===== src/rtl/score_pkg.sv =====
// Shared widths, defaults and FSM state type for the score display path.
package score_pkg;

  localparam int unsigned SCORE_W       = 17;
  localparam int unsigned NUM_DIGITS    = 5;
  localparam int unsigned BCD_W         = 4;
  localparam int unsigned DIGITS_W      = NUM_DIGITS * BCD_W;
  localparam int unsigned SCORE_MAX_DEF = 99999;

  typedef enum logic [1:0] {IDLE, CONV, PUB} state_e;

endpackage


===== src/rtl/bin2bcd_seq.sv =====
// Iterative double-dabble converter: one shift-add-3 step per cycle over SCORE_W cycles.
module bin2bcd_seq
  import score_pkg::*;
(
  input  logic                clk,
  input  logic                rst,
  input  logic                start,
  input  logic [SCORE_W-1:0]  bin,
  output logic                done,
  output logic [DIGITS_W-1:0] bcd
);

  localparam int unsigned SH_W     = DIGITS_W + SCORE_W;
  localparam logic [4:0]  CNT_LAST = 5'(SCORE_W - 1);

  logic [SH_W-1:0] sh_q, sh_adj, sh_step;
  logic [4:0]      cnt_q;
  logic            run_q;

  always_comb begin
    sh_adj = sh_q;
    for (int i = 0; i < int'(NUM_DIGITS); i++) begin
      if (sh_q[SCORE_W + i*BCD_W +: BCD_W] >= 4'd5) begin
        sh_adj[SCORE_W + i*BCD_W +: BCD_W] = sh_q[SCORE_W + i*BCD_W +: BCD_W] + 4'd3;
      end
    end
    sh_step = {sh_adj[SH_W-2:0], 1'b0};
  end

  // Result is presented combinationally on the final step so the caller can
  // register it on the same edge the converter finishes.
  assign done = run_q && (cnt_q == CNT_LAST);
  assign bcd  = sh_step[SH_W-1 -: DIGITS_W];

  always_ff @(posedge clk or posedge rst) begin
    if (rst) begin
      sh_q  <= '0;
      cnt_q <= '0;
      run_q <= 1'b0;
    end else if (start) begin
      sh_q  <= {{DIGITS_W{1'b0}}, bin};
      cnt_q <= '0;
      run_q <= 1'b1;
    end else if (run_q) begin
      sh_q  <= sh_step;
      cnt_q <= cnt_q + 5'd1;
      if (cnt_q == CNT_LAST) run_q <= 1'b0;
    end
  end

endmodule


===== src/rtl/score_sequencer.sv =====
// Score register with round-robin add arbitration, saturation, and sequenced BCD publishing.
module score_sequencer
  import score_pkg::*;
#(
  parameter int unsigned NUM_REQ   = 2,
  parameter int unsigned ADD_W     = 8,
  parameter int unsigned SCORE_MAX = SCORE_MAX_DEF
) (
  input  logic                     clk,
  input  logic                     rst,
  input  logic                     clr,
  input  logic [NUM_REQ-1:0]       req,
  input  logic [NUM_REQ*ADD_W-1:0] pts,
  output logic [NUM_REQ-1:0]       gnt,
  output logic [SCORE_W-1:0]       score,
  output logic [DIGITS_W-1:0]      digits,
  output logic [NUM_DIGITS-1:0]    blank,
  output logic                     digits_valid,
  output logic                     busy
);

  localparam int unsigned IDX_W = (NUM_REQ > 1) ? $clog2(NUM_REQ) : 1;
  localparam int unsigned SUM_W = SCORE_W + 1;
  localparam logic [NUM_DIGITS-1:0] BLANK_RST = {{(NUM_DIGITS-1){1'b1}}, 1'b0};

  state_e                state_q;
  logic [SCORE_W-1:0]    score_q, score_d;
  logic [DIGITS_W-1:0]   digits_q;
  logic [NUM_DIGITS-1:0] blank_q, blank_calc;
  logic                  valid_q, clr_pend_q;
  logic [IDX_W-1:0]      rr_q;

  logic                  hi_hit, lo_hit, gnt_any, serve_clr, serve_add, conv_done, zero_above;
  logic [IDX_W-1:0]      hi_idx, lo_idx, gnt_idx;
  logic [ADD_W-1:0]      sel_pts;
  logic [SUM_W-1:0]      sum;
  logic [DIGITS_W-1:0]   bcd;

  // Two passes: lowest requester above rr_q, else wrap to lowest at or below it.
  always_comb begin
    hi_hit = 1'b0;
    lo_hit = 1'b0;
    hi_idx = '0;
    lo_idx = '0;
    for (int i = int'(NUM_REQ) - 1; i >= 0; i--) begin
      if (req[i] && (IDX_W'(i) > rr_q)) begin
        hi_hit = 1'b1;
        hi_idx = IDX_W'(i);
      end
      if (req[i] && (IDX_W'(i) <= rr_q)) begin
        lo_hit = 1'b1;
        lo_idx = IDX_W'(i);
      end
    end
    gnt_any = hi_hit || lo_hit;
    gnt_idx = hi_hit ? hi_idx : lo_idx;
  end

  assign serve_clr = (state_q == IDLE) && (clr || clr_pend_q);
  assign serve_add = (state_q == IDLE) && !(clr || clr_pend_q) && gnt_any;

  assign sel_pts = pts[gnt_idx*ADD_W +: ADD_W];
  assign sum     = {1'b0, score_q} + SUM_W'(sel_pts);

  always_comb begin
    score_d = score_q;
    if (serve_clr) begin
      score_d = '0;
    end else if (serve_add) begin
      score_d = (sum > SUM_W'(SCORE_MAX)) ? SCORE_W'(SCORE_MAX) : sum[SCORE_W-1:0];
    end
  end

  always_comb begin
    for (int i = 0; i < int'(NUM_REQ); i++) begin
      gnt[i] = serve_add && (gnt_idx == IDX_W'(i));
    end
  end

  always_comb begin
    blank_calc = '0;
    zero_above = 1'b1;
    for (int i = int'(NUM_DIGITS) - 1; i >= 1; i--) begin
      zero_above    = zero_above && (bcd[i*BCD_W +: BCD_W] == '0);
      blank_calc[i] = zero_above;
    end
  end

  bin2bcd_seq u_bin2bcd (
    .clk   (clk),
    .rst   (rst),
    .start (serve_clr || serve_add),
    .bin   (score_d),
    .done  (conv_done),
    .bcd   (bcd)
  );

  always_ff @(posedge clk or posedge rst) begin
    if (rst) begin
      state_q    <= IDLE;
      score_q    <= '0;
      digits_q   <= '0;
      blank_q    <= BLANK_RST;
      valid_q    <= 1'b0;
      clr_pend_q <= 1'b0;
      rr_q       <= '0;
    end else begin
      valid_q <= 1'b0;
      if (serve_clr)  clr_pend_q <= 1'b0;
      else if (clr)   clr_pend_q <= 1'b1;
      case (state_q)
        IDLE: begin
          if (serve_clr || serve_add) begin
            score_q <= score_d;
            state_q <= CONV;
          end
          if (serve_add) rr_q <= gnt_idx;
        end
        CONV: begin
          if (conv_done) begin
            digits_q <= bcd;
            blank_q  <= blank_calc;
            valid_q  <= 1'b1;
            state_q  <= PUB;
          end
        end
        PUB:     state_q <= IDLE;
        default: state_q <= IDLE;
      endcase
    end
  end

  assign score        = score_q;
  assign digits       = digits_q;
  assign blank        = blank_q;
  assign digits_valid = valid_q;
  assign busy         = (state_q != IDLE);

endmodule


===== config.mk =====
export PLATFORM = sky130hd
export DESIGN_NAME = score_sequencer
export DESIGN_NICKNAME = d
export VERILOG_FILES = /design/src/rtl/score_pkg.sv /design/src/rtl/bin2bcd_seq.sv /design/src/rtl/score_sequencer.sv
export SDC_FILE = /design/constraint.sdc
export NUM_CORES = 1
export LEC_CHECK = 0
export BUFFER_PORTS_ARGS = -buffer_cell sky130_fd_sc_hd__buf_2
export CORE_ASPECT_RATIO = 1.1
export CORE_UTILIZATION = 30
export CTS_BUF_LIST = sky130_fd_sc_hd__clkbuf_16
export DETAILED_ROUTE_END_ITERATION = 12
export PLACE_DENSITY = 0.53
export SLEW_MARGIN = 20
export SYNTH_ARGS = -nofsm -noshare
export SYNTH_HDL_FRONTEND = slang
export SYNTH_HIERARCHICAL = 1
export SYNTH_SLANG_ARGS = --single-unit

===== constraint.sdc =====
create_clock -name clk -period 7.3 [get_ports clk]
set_input_delay 0.73 -clock clk [delete_from_list [all_inputs] [get_ports clk]]
set_output_delay 0.73 -clock clk [all_outputs]
set_load 0.01 [all_outputs]

Word level (Yosys, flattened, before mapping)
Index checks and enable logic that the tools add are counted.
Widths: inputs -> output; s select.

operators by class
  $mul = 0
  reductions and logical operators = 29
  bitwise operators = 1
  shift-type cells = 1
  multiplexer cells = 29
  eq/ne operators = 4
  magnitude comparators = 10
  $add $sub $neg = 7
  divide/modulo/power cells = 0

operators with widths
  cell                  number
  $mux 37               2
  $mux 17               3
  $ge 4x3->1 const B    5
  $add 17x8->18         1
  $gt 18x17->1 const B  1
  $add 4x2->4 const B   4
  $logic_not 4->1       4
  $mux 4                4
  $shiftx 16x5->8       1
  $mux 1                14
  $logic_and 1x1->1     13
  $mux 5                2
  $reduce_and 2->1      4
  $reduce_bool 2->1     3
  $add 5x1->5 const B   1
  $eq 5x5->1 const B    1
  $mux 2                2
  $pmux 2 s2            1
  $add 3x2->3 const B   1
  $logic_or 1x1->1      3
  $mux 3                1
  $eq 2x1->1 const B    1
  $gt 1x1->1 const A    2
  $le 1x1->1 const A    2
  other kinds (5)       5

word-level totals
  bits in read-only memories = 0
  bits of input ports = 21
  logic and storage cells = 91
  memories kept = 0
  bits in latches = 0
  RAM bits = 0
  flip-flop bits (word level) = 89

Longest topological paths before layout
  word-level depth = 12
  depth in mapped cells = 16
  depth with buffers taken out = 15

By module
Netlist, hierarchy kept.

by module, submodules not included
  module           sequential area each (µm²)  area each (µm²)  cells an instance  instances
  score_sequencer  1156.1                      2805.2           318                1
  bin2bcd_seq      1076.0                      2671.3           287                1

Worst setup path after synthesis
No wires, ideal clock.

  path kind = input -> register
  start point = input port req[1]
  end point = register u_bin2bcd.sh_q[5]
  path buffers = 1
  data arrival time = 4.044 ns
  stages = 15
  setup slack = 3.123 ns
  setup time = 0.133 ns
  cells stage by stage = a21boi_1 -> mux2_2 -> ha_1 -> fa_1 -> a211oi_2 -> o211a_1 -> nor2_1 -> xnor2_1 -> nor3_1 -> a211oi_2 -> or2_4 -> buf_6 -> a32o_1 -> nand2_1 -> o21ai_0

on the way
  word-level cells in the longest chain between the ends = 11
  elaborated cells on any way between the ends = 20
  classes of those cells = add/sub (1); order compare (1); shift (1); mux (11); reduce/logical (6)

ends and longest elaborated chain
  element                                 RTL line                                      RTL
  start, declared                         score_sequencer.sv:12                         input logic [NUM_REQ-1:0] req,
  $logic_and 1x1->1 (on tied branches)    score_sequencer.sv:50, score_sequencer.sv:46
  $mux 1 (on tied branches) (2 in a row)  score_sequencer.sv:50, score_sequencer.sv:46
  $mux 1                                  score_sequencer.sv:56                         gnt_idx = hi_hit ? hi_idx : lo_idx;
  $shiftx 16x5->8                         score_sequencer.sv:62                         assign sel_pts = pts[gnt_idx*ADD_W +: ADD_W];
  $add 17x8->18                           score_sequencer.sv:63                         assign sum = {1'b0, score_q} + SUM_W'(sel_pts);
  $gt 18x17->1                            score_sequencer.sv:70                         score_d = (sum > SUM_W'(SCORE_MAX)) ? SCORE_W'(SCORE_MAX) : sum[SCORE_W-1:0];
  $mux 17                                 score_sequencer.sv:70
  $mux 17 (*)                             score_sequencer.sv:69                         end else if (serve_add) begin
  $mux 17 (*)                             score_sequencer.sv:67                         if (serve_clr) begin
  named net score_d[5]                    score_sequencer.sv:27                         logic [SCORE_W-1:0] score_q, score_d;
  $mux 37 (*)                             bin2bcd_seq.sv:40                             end else if (start) begin
  end signal, assigned                    bin2bcd_seq.sv:41                             sh_q <= {{DIGITS_W{1'b0}}, bin};
  end signal, assigned                    bin2bcd_seq.sv:45                             sh_q <= sh_step;
  end, declared                           bin2bcd_seq.sv:16                             logic [SH_W-1:0] sh_q, sh_adj, sh_step;

The timed path passes the listed nets; every way through them passes the cells marked *.
A chain may end at the register's enable or synchronous reset.

Final worst setup path
  start point = input port req[0]
  end point = register u_bin2bcd.sh_q[12]

on the way
  word-level cells in the longest chain between the ends = 10
  elaborated cells on any way between the ends = 18
  classes of those cells = add/sub (1); order compare (1); shift (1); mux (9); reduce/logical (6)

ends and longest elaborated chain
  element                               RTL line
  $logic_and 1x1->1 (on tied branches)  score_sequencer.sv:50, score_sequencer.sv:46
  $mux 1 (on tied branches)             score_sequencer.sv:50, score_sequencer.sv:46
  $mux 1                                score_sequencer.sv:56
  $shiftx 16x5->8                       score_sequencer.sv:62
  $add 17x8->18                         score_sequencer.sv:63
  $gt 18x17->1                          score_sequencer.sv:70
  $mux 17                               score_sequencer.sv:70
  $mux 17 (*)                           score_sequencer.sv:69
  $mux 17 (*)                           score_sequencer.sv:67
  named net score_d[12]                 score_sequencer.sv:27
  $mux 37 (*)                           bin2bcd_seq.sv:40

Marked as above.

==> impl_metrics.csv <==
group,metric,value,unit
status,outcome,"finished clean",
yosys,syn_nets,649,
power_and_ir_drop,worst_ir_drop_vdd,0.112,mV
timing,slew_viol_final,0,
timing,holdWs,455,ps
yosys,synth_area_leaders,"dfrtp_1, nand2_1, ha_1",
worst_hold_path,hp-class,"register to register",
timing,hold_viol_final,0,
critical_path,end_kind,"register",
flow_run,maxCapViolations,0,
global_routing,track_usage,0.142,
worst_hold_path,holdPathStages,2,
timing,tightestPinTransition,885,ps
clocking,postCtsSetupRepairBufs,0,
power_and_ir_drop,p_per_area,205,mW/mm²
yosys,yosysWarnings,6,
critical_path,cp_slowest_cell,"fa_1",
place,routabilityCongestion,0.834,
route,post_drt_wl_per_cell,14.1,µm
power_and_ir_drop,p_leak,0.00305,µW
timing,fmax,0.250,GHz
die,die_x,131,µm
yosys,synth.top_cell.area_share,0.388,
finish,nets,682,
die,dieHeight,144,µm
timing,slew-limit-headroom,0.409,
yosys,syn_inst,605,
yosys,synth_area_leader_cell,"dfrtp_1",
critical_path,cpPeakStageDelay,440,ps
clocking,cts_resized,0,
critical_path,r2r_start,"rr_q",
timing,rsz0062_at_grt,"no",
critical_path,worst_path_most_repeated_cell,"a211oi_2",
timing,fin_crit,4000,ps
clocking,cts_tree,"yes",
route,vias,4376,
route,post-route-drc-count,0,
yosys,yosysMostFrequentCell,"nand2_1",
timing,fin_crit_sh,0.547,
die,io_pins,67,
finish,diodes,0,
global_routing,antenna_found_initial,0,
route,drt-initial-drc-count,190,
die,num_rows,51,
critical_path,cp-start-kind,"input port",
die,core_area,0.0178,mm²
clocking,htreeDepth,3,
critical_path,worstSetupPathType,"input port to register",
clocking,cts-hold-fix-buffers,0,
critical_path,r2r-end,"u_bin2bcd/sh_q[12]",
global_routing,grt_pass1_wl,20800,µm
timing,skew,7.45,ps
route,vias_per_cell,4.97,
yosys,syn-mean-instance-area,9.05,µm²
clocking,insertion_delay,350,ps
place,dpl.hpwl,8760,µm
timing,setup_violations,0,
critical_path,cp_max_fo,22,
yosys,synth_area,0.00548,mm²
route,wirelength,12400,µm
clocking,cts_made_buffers,9,
global_routing,grt_max_degree,57,
critical_path,crit_chain,"buf_2 -> a21boi_1 -> buf_4 -> mux2_2 -> ha_1 -> fa_1 -> a211oi_2 -> o211ai_2 -> o21ai_1 -> or2_2 -> o211ai_1 -> a211oi_2 -> or2_4 -> nand2_2 -> o311ai_1 -> nand2_1 -> o21ai_0",
global_routing,overflow,0,
critical_path,rrSetupSlack,3410,ps
route,firstDrtPassIters,7,
clocking,cts_root_buf,"clkbuf_16",
finish,fillerInstances,1869,
yosys,synth_common_cells,"nand2_1, dfrtp_1, o21ai_0, nor2_1, a21oi_1",
place,port_buffers,65,
worst_hold_path,min_to,"blank[2]",
die,die-area,0.0188,mm²
yosys,ys_dominant_reg_cell,"dfrtp_1",
clocking,cts_sinks,89,
route,postRouteAntennaNets,0,
yosys,synth-async-reset-ratio,1.00,
yosys,yosysUniqueCellTypes,62,
worst_hold_path,holdCritStartpoint,"blank[2]",
critical_path,cp.arrival,4260,ps
global_routing,grt_pass1_vias,4206,
die,start_util,0.308,
yosys,yosysSeqAreaShare,0.408,
critical_path,worstPathRequired,7570,ps
finish,layout-drive-gt1-share,0.199,
clocking,path_clk_slew,70,ps
clocking,clock_path_buffers,2,
timing,tns,0,ps
finish,synthToLayoutAreaGrowth,11.6,%
yosys,synth-edff-count,0,
yosys,ys_ff_latch,89,
critical_path,reg2reg_depth,16,
-- layer usage --
| metal | vias up | track usage | wire [µm] |
|---|---|---|---|
| li1 | 2194 | - | - |
| met1 | 2068 | 0.186 | 5930 |
| met2 | 99 | 0.233 | 5850 |
| met3 | 15 | 0.0223 | 419 |
| met4 | 0 | 0.0563 | 195 |
| met5 | - | 0 | 0 |
-- kinds of logic after synthesis --
family | after synthesis | share of synthesized area
AOI/OAI and AO/OA | 146 | 0.182
xor gates and xnor gates | 17 | 0.0272
adders and majority gates | 23 | 0.0539
buffers and inverters | 72 | 0.0722
DFF | 89 | 0.408
muxes | 33 | 0.0624
other | 1 | 0.000685
and+or+nand+nor | 224 | 0.194
-- power breakdown --
group          leakage [µW]  switching [µW]  internal, µW
clock              0.000133             205           231
sequential          0.00120            34.6           525
combinational       0.00171             150           107
-- worst max-delay path: cells and delay by family --
kind            cells  cell delay (ps)
simple gates        4              700
mux                 1              360
compound gates      8             1480
buf+inv             2              300
fa+ha+maj           2              670
-- how the worst max path moves through the flow --
stage	cells past startpoint	slack [ps]	endpoint	start
final	17	3300	u_bin2bcd/sh_q[12]	req[0]
after global routing	17	2950	u_bin2bcd/sh_q[8]	req[1]
after CTS	17	3280	u_bin2bcd/sh_q[12]	req[0]
after detailed placement	17	2920	u_bin2bcd/sh_q[12]	req[0]
after global placement	17	2960	u_bin2bcd/sh_q[8]	req[0]
after floorplan	15	3120	u_bin2bcd/sh_q[5]	req[1]
-- cell type report --
cell class / count / area, µm² / area share
repair buffers: 71 / 370 / 0.0606
well taps: 238 / 298 / 0.0487
clock inverters: 7 / 46.3 / 0.00758
flip-flops and latches: 89 / 2230 / 0.366
inverters: 23 / 87.6 / 0.0143
clock buffers: 9 / 225 / 0.0369
multi-input cells: 444 / 2850 / 0.466
-- layout by cell type, fill, tap and decap left out, drive strengths merged, types with 17 or more instances in the layout --
cell type	count
dfrtp	85
inv	25
nor2	30
ha	22
mux2i	24
nand3	17
buf	71
o21ai	41
a21oi	34
nand2	114
-- registers in the layout, summed over array words and instances, names as in the netlist --
signal,count
u_bin2bcd/sh_q,37
digits,20
score,17
u_bin2bcd/cnt_q,5
blank,4
state_q,2
clr_pend_q,1
digits_valid,1
rr_q,1
u_bin2bcd/run_q,1
-- through the flow --
step / util / power, µW / cells / worst slack [ps] / area [µm²]
finish: 0.343 / 1250 / 881 / 3300 / 6110
global route: 0.343 / 1330 / 881 / 2950 / 6110
CTS: 0.343 / 1270 / 881 / 3280 / 6110
detailed placement: 0.328 / 827 / 865 / 2920 / 5840
global placement: 0.328 / 818 / 865 / 2960 / 5840
floorplan: - / 802 / 605 / 3120 / 5480
No activity file was read; power rests on OpenSTA's default activity.
